==> src/rtl/uart_freq_tx.sv <==
// UART transmitter for the DDS frequency-word link: two 11-bit frames (start, byte-num, 8 data LSB first, stop), low byte first.
// Latency: tx falls 1 cycle after start is accepted. start is taken only in IDLE/DONE and ignored while busy. Optional UART_TX_GAP_EN inserts idle bits between frames.
module uart_freq_tx #(
    parameter int CLKS_PER_BIT = 521,
    parameter int GAP_BITS     = 1
) (
    input  logic        clk,
    input  logic        rst_n,
    input  logic        start,
    input  logic [15:0] freq_word,
    output logic        tx,
    output logic        busy,
    output logic        done
);

    localparam int CW = $clog2(CLKS_PER_BIT);

    typedef enum logic [2:0] {
        IDLE,
        START,
        BYTE_NUM,
        DATA,
        STOP,
`ifdef UART_TX_GAP_EN
        GAP,
`endif
        DONE
    } state_t;

    state_t      state, state_next;
    logic [CW-1:0] clk_cnt, clk_cnt_next, clk_inc;
    logic [2:0]  bit_cnt, bit_cnt_next;
    logic        byte_sel, byte_sel_next;
    logic [15:0] word, word_next;
    logic [7:0]  byte_dat;
    logic        bit_end;
    logic        tx_next, busy_next, done_next;

`ifdef UART_TX_GAP_EN
    localparam int GW = $clog2(GAP_BITS + 1);
    logic [GW-1:0] gap_cnt, gap_cnt_next;
`endif

    assign bit_end = (clk_cnt == CW'(CLKS_PER_BIT - 1));
    assign clk_inc = bit_end ? '0 : clk_cnt + CW'(1);

    always_ff @(posedge clk) begin
        if (!rst_n) begin
            state    <= IDLE;
            clk_cnt  <= '0;
            bit_cnt  <= '0;
            byte_sel <= 1'b0;
            word     <= '0;
            tx       <= 1'b1;
            busy     <= 1'b0;
            done     <= 1'b0;
        end else begin
            state    <= state_next;
            clk_cnt  <= clk_cnt_next;
            bit_cnt  <= bit_cnt_next;
            byte_sel <= byte_sel_next;
            word     <= word_next;
            tx       <= tx_next;
            busy     <= busy_next;
            done     <= done_next;
        end
    end

`ifdef UART_TX_GAP_EN
    always_ff @(posedge clk) begin
        if (!rst_n) gap_cnt <= '0;
        else        gap_cnt <= gap_cnt_next;
    end
`endif

    always_comb begin
        state_next    = state;
        clk_cnt_next  = clk_cnt;
        bit_cnt_next  = bit_cnt;
        byte_sel_next = byte_sel;
        word_next     = word;
`ifdef UART_TX_GAP_EN
        gap_cnt_next  = gap_cnt;
`endif
        case (state)
            IDLE, DONE: begin
                state_next = IDLE;
                if (start) begin
                    word_next     = freq_word;
                    byte_sel_next = 1'b0;
                    bit_cnt_next  = '0;
                    clk_cnt_next  = '0;
                    state_next    = START;
                end
            end
            START: begin
                clk_cnt_next = clk_inc;
                if (bit_end) state_next = BYTE_NUM;
            end
            BYTE_NUM: begin
                clk_cnt_next = clk_inc;
                if (bit_end) state_next = DATA;
            end
            DATA: begin
                clk_cnt_next = clk_inc;
                if (bit_end) begin
                    bit_cnt_next = bit_cnt + 3'd1;
                    if (bit_cnt == 3'd7) state_next = STOP;
                end
            end
            STOP: begin
                clk_cnt_next = clk_inc;
                if (bit_end) begin
                    if (!byte_sel) begin
                        byte_sel_next = 1'b1;
`ifdef UART_TX_GAP_EN
                        gap_cnt_next  = '0;
                        state_next    = GAP;
`else
                        state_next    = START;
`endif
                    end else begin
                        state_next = DONE;
                    end
                end
            end
`ifdef UART_TX_GAP_EN
            GAP: begin
                clk_cnt_next = clk_inc;
                if (bit_end) begin
                    gap_cnt_next = gap_cnt + GW'(1);
                    if (gap_cnt == GW'(GAP_BITS - 1)) state_next = START;
                end
            end
`endif
            default: state_next = IDLE;
        endcase

        // Outputs are registered from the next-state view so tx only moves on bit boundaries.
        byte_dat  = byte_sel_next ? word_next[15:8] : word_next[7:0];
        tx_next   = 1'b1;
        case (state_next)
            START:    tx_next = 1'b0;
            BYTE_NUM: tx_next = byte_sel_next;
            DATA:     tx_next = byte_dat[bit_cnt_next];
            default:  tx_next = 1'b1;
        endcase
        busy_next = (state_next != IDLE) && (state_next != DONE);
        done_next = (state_next == DONE);
    end

endmodule

==> config.mk <==
export PLATFORM = sky130hd
export DESIGN_NAME = uart_freq_tx
export DESIGN_NICKNAME = d
export VERILOG_FILES = /design/src/rtl/uart_freq_tx.sv
export SDC_FILE = /design/constraint.sdc
export NUM_CORES = 1
export LEC_CHECK = 0
export CORE_ASPECT_RATIO = 1.75
export CORE_UTILIZATION = 52
export CTS_BUF_LIST = sky130_fd_sc_hd__clkbuf_2
export DETAILED_ROUTE_END_ITERATION = 12
export PLACE_DENSITY = 0.84
export SLEW_MARGIN = 20
export SYNTH_ARGS = -nofsm -noshare
export SYNTH_HDL_FRONTEND = slang
export SYNTH_SLANG_ARGS = --single-unit
export TNS_END_PERCENT = 10
==> constraint.sdc <==
create_clock -name clk -period 2.2 [get_ports clk]
set_clock_uncertainty 0.2 [all_clocks]
set_input_delay 0.44 -clock clk [delete_from_list [all_inputs] [get_ports clk]]
set_output_delay 0.44 -clock clk [all_outputs]
set_load 0.01 [all_outputs]
## Word-level counts from Yosys, hierarchy flattened

Index checks and enable logic that the tools add are counted.

- Flip-flop bits (word level): 36
- Bits in read-only memories: 0
- Memories: 0
- Bits in latches: 0
- Logic and storage cells: 54
- Bits of input ports: 19
- RAM bits: 0
- Output and inout port bits: 3

- $lt $le $gt $ge: 1
- Div/mod/pow operators: 0
- Equal/unequal tests: 13
- Multipliers: 0
- Multiplexer cells: 23
- Bitwise operators: 0
- Add/subtract/negate cells: 2
- Reduce and logical (&&, ||, !) cells: 7
- Shift-type cells: 0

Operator list:

| operator | number |
|---|---|
| $mux 16 | 2 |
| $mux 3 | 8 |
| $mux 10 | 2 |
| $pmux 10 s2 | 1 |
| $pmux 3 s5 | 1 |
| $eq 3x2->1 const B | 4 |
| $eq 3x3->1 const B | 4 |
| $add 10x1->10 const B | 1 |
| $eq 10x10->1 const B | 1 |
| $mux 8 | 1 |
| $eq 3x1->1 const B | 2 |
| $pmux 3 s2 | 1 |
| $lt 3x4->1 const B | 1 |
| $mux 1 | 4 |
| $reduce_or 4->1 | 1 |
| $add 3x1->3 const B | 1 |
| $bmux 1 s3 | 1 |
| $logic_not 3->1 | 1 |
| $ne 3x3->1 const B | 1 |
| $pmux 1 s3 | 1 |
| $reduce_bool 3->1 | 1 |
| $ne 2x2->1 const B | 1 |
| $pmux 1 s2 | 1 |
| $reduce_and 2->1 | 1 |
| other kinds (3) | 3 |

## Depth between registers and ports, before layout

- Depth in word-level cells: 7
- Depth in mapped cells: 10
- Depth with buffers taken out: 9

## Worst setup path after synthesis

Ideal clock, no wire load.

- Path type: register -> register
- Start: register clk_cnt[0]
- End: register tx
- Setup time: 127 ps
- Cell stages (with the launch flop): 11
- Path slack: -19 ps
- Period minus slack after synthesis: 2219 ps
- Arrival: 1892 ps
- Data required time: 1873 ps
- Buffers on the path: 1
- Cells stage by stage: dfxtp_1 > inv_1 > ha_1 > nor4b_4 > and3_1 > buf_6 > a211oi_2 > a311oi_2 > a31oi_4 > a211oi_2 > o211ai_2

- Longest elaborated chain between the ends: 7
- Elaborated cells between the ends (all ways): 17
- Those cells by class: 4 x eq/ne; 13 x mux

Ends and longest elaborated chain:

| item | RTL line | source |
|---|---|---|
| from (decl) | 31 | `logic [CW-1:0] clk_cnt, clk_cnt_next, clk_inc;` |
| from (signal assigned) | 59 | `clk_cnt <= clk_cnt_next;` |
| $eq 10x10->1 (*) | 44 | `assign bit_end = (clk_cnt == CW'(CLKS_PER_BIT - 1));` |
| $mux 1 | 113 | `if (bit_end) begin` |
| $pmux 1 s2 | 85 | `case (state)` |
| $mux 8 | 140 | `byte_dat = byte_sel_next ? word_next[15:8] : word_next[7:0];` |
| $bmux 1 s3 | 145 | `DATA: tx_next = byte_dat[bit_cnt_next];` |
| $mux 1 (implied by the code) | 145 |  |
| $pmux 1 s3 (*) | 142 | `case (state_next)` |
| to (signal assigned) | 63 | `tx <= tx_next;` |
| to (decl) | 11 | `output logic tx,` |

Mark *: on every way between the ends. The rest lies on a longest branch, timed or not. The select of a mux whose other input is x is not followed.
A chain may end at the register's enable or synchronous reset.

## Final worst setup path

- Start: register clk_cnt[1]
- End: register tx

The elaborated chain is that of the path after synthesis.

==> results_dict.tcl <==
set metrics [dict create \
    grt_max_degree 14 \
    critical_path.max_stage_delay_ns 0.38 \
    clk_pin_slew_ns 0.19 \
    critPathRequiredTime_ns 2.24 \
    antennaDiodeCount 0 \
    yosysSeqAreaShare 0.383 \
    synth_nets 245 \
    cap_violations 0 \
    grt.overflow.total 0 \
    slew_violations 0 \
    fin_nets 298 \
    viasPerCell 5.40 \
    port_buffers 21 \
    clock_latency_ns 0.37 \
    ys_ff_latch 36 \
    dp.cells 307 \
    cp_data_arrival_time_ns 2.47 \
    grt_usage 0.233 \
    crit_path_max_fanout 7 \
    crit_start "clk_cnt[1]" \
    syn_area_per_cell_sq_um 8.47 \
    finalWorstSetupSlack_ns -0.229 \
    dp_slack_ns -0.251 \
    worstSetupPathType "reg -> reg" \
    synth_area_sq_um 1880 \
    rsz0062_at_grt "yes" \
    final_antenna_net_count 0 \
    wl_per_cell_um 12.9 \
    hold_viol_final 0 \
    ys.flop_type "dfxtp_1" \
    drtIter0Drc 47 \
    outcome "complete, but fails checks" \
    coreArea_sq_um 3400 \
    reg2reg_depth 10 \
    worstSetupStartpointType "flip-flop" \
    r2r-end "tx" \
    async_flop_share 0 \
    relSlewSlack 0.735 \
    r2r_slack_ns -0.23 \
    fmax_mhz 412 \
    cts_tree "done" \
    setup.worst_path.end_class "flip-flop" \
    finalCritPeriodShare 1.10 \
    clock_sinks 36 \
    rows 28 \
    die_x_um 47.4 \
    hold_path.class "reg -> reg" \
    hpwl_um 2930 \
    finalSetupViolCount 2 \
    syn2layout_area_growth_pct 32.0 \
    numCtsBuffers 5 \
    drc 0 \
    fin_util 0.730 \
    vdd_ir_drop_max_uv 558 \
    cts_max_path_buffers 2 \
    crit_path_end "tx" \
    synth-edff-count 0 \
    grt_pass1_vias 1663 \
    boundaryPins 22 \
    die_area_sq_um 3870 \
    violations "negative setup slack" \
    fin_crit_ns 2.43 \
    die_y_um 81.5 \
    leakagePower_nw 1.02 \
    power_density_nw_per_um2 473 \
    dr.pass1.iters 4 \
    ys_warn_count 0 \
    final_common_cell "nand2_1" \
    root_buffer "clkbuf_2" \
    path_cells "inv_2, ha_4, nor4b_4, buf_4, a41oi_4, mux2_2, o21ai_0, nand3_1, nand4b_1, o211ai_2" \
    grt_antenna_before_repair 0 \
    initial_core_util 0.553 \
    drt_wl_total_um 4130 \
    vias 1732 \
    finalWeightedCongestion 0.858 \
    drive_gt1_frac 0.239 \
    final_cell_mix "40 x nand2_1, 35 x buf_4, 34 x dfxtp_1, 21 x clkdlybuf4s50_1" \
    reg2reg_from "clk_cnt[1]" \
    cp_slowest_cell "dfxtp_2" \
    yosysUniqueCellTypes 42 \
    syn_inst 222 \
    worst_slew_pin_slew_ns 0.396 \
    grt_pass1_wl_um 6610 \
    cts_hold_buffers 0 \
    final_cells 321 \
    h-tree-depth 2 \
]
-- layer usage --
layer | global-route usage | vias up | part of all wire
met1 | 0.257 | 813 | 0.38
met4 | 0.117 | 0 | 0.025
met5 | 0 | - | 0
li1 | - | 870 | -
met3 | 0.0374 | 10 | 0.028
met2 | 0.404 | 39 | 0.56
-- critical path, delay by kind of cell, from the launching register on --
kind | cells | cell delay, ns
AOI/OAI and AO/OA | 3 | 0.60
and+or+nand+nor | 3 | 0.41
DFF | 1 | 0.38
muxes | 1 | 0.37
buffers and inverters | 2 | 0.21
adders and majority gates | 1 | 0.15
-- where the power goes --
group          leakage, nW  internal [W]  switching, W
sequential           0.294      0.000677     0.0000122
combinational        0.694      0.000101     0.0000935
clock               0.0302     0.0000715      0.000217
-- metrics by stage --
| stage | setup TNS, ns | hold slack (ns) | instance area, sq um | total power [W] |
|---|---|---|---|---|
| final | -0.243 | 0.266 | 2480 | 0.00117 |
| after global routing | -0.721 | 0.288 | 2480 | 0.00123 |
| after CTS | -0.147 | 0.267 | 2440 | 0.00118 |
| after detailed placement | -0.808 | 0.245 | 2320 | 0.000889 |
| after global placement | -0.578 | 0.241 | 2320 | 0.000883 |
| after floorplan | 0 | 0.233 | 1880 | 0.000801 |
-- flip-flops by register name, summed over array words and instances, names as in the netlist --
register / count
clk_cnt: 10
busy: 1
tx: 1
bit_cnt: 3
state: 3
done: 1
word: 16
byte_sel: 1
-- synth_stat cells, types with 2 or more instances --
cell type  instances  area share
nand2_1           40       0.080
dfxtp_1           36        0.38
a21oi_1           20       0.053
nor2_1            20       0.040
mux2i_1            9       0.048
inv_1              8       0.016
and2_1             7       0.023
xor2_1             7       0.033
clkbuf_1           6       0.012
nand4_1            6       0.020
nand3_1            5       0.013
o21ai_0            5       0.013
ha_1               4       0.027
nor3_1             4       0.011
xnor2_1            4       0.019
and3_1             3       0.010
buf_2              3      0.0080
buf_6              3       0.018
o21ai_1            3      0.0080
a211o_1            2      0.0093
a211oi_2           2       0.013
and4b_1            2       0.011
mux2_2             2       0.012
nand2b_1           2      0.0067
nor4_1             2      0.0067
-- repair_timing --
item                       4_1_cts  5_1_grt
pin swaps                        9        6
setup endpoints to repair        3        6
buffers inserted                 2        4
resized for setup               15        4
cloned                           0        0
-- cell type report --
type | count | area (sq um)
inverters | 8 | 30.0
fillers | 264 | 918
repair buffers | 58 | 504
well taps | 45 | 56.3
multi-input cells | 166 | 1130
clock buffers | 5 | 25.0
clock inverters | 3 | 13.8
flip-flops and latches | 36 | 723
-- worst min path at each step --
stage                 start       to  slack [ns]  cells past startpoint
floorplan           word[3]  word[3]        0.23                      2
global placement    word[0]  word[0]        0.24                      2
detailed placement  word[3]  word[3]        0.24                      2
CTS                 word[3]  word[3]        0.27                      2
global route        word[0]  word[0]        0.29                      2
finish              word[3]  word[3]        0.27                      2
-- cell families (layout without fill, tap and decap cells) --
logic type / Yosys count / after routing / synth area share
DFF: 36 / 36 / 0.383
and+or+nand+nor: 98 / 98 / 0.258
muxes: 11 / 11 / 0.0599
adders and majority gates: 4 / 4 / 0.0266
xor gates and xnor gates: 11 / 11 / 0.0513
AOI/OAI and AO/OA: 42 / 42 / 0.166
buffers and inverters: 20 / 74 / 0.0539
Note: power is estimated with default switching activity, not from simulation.
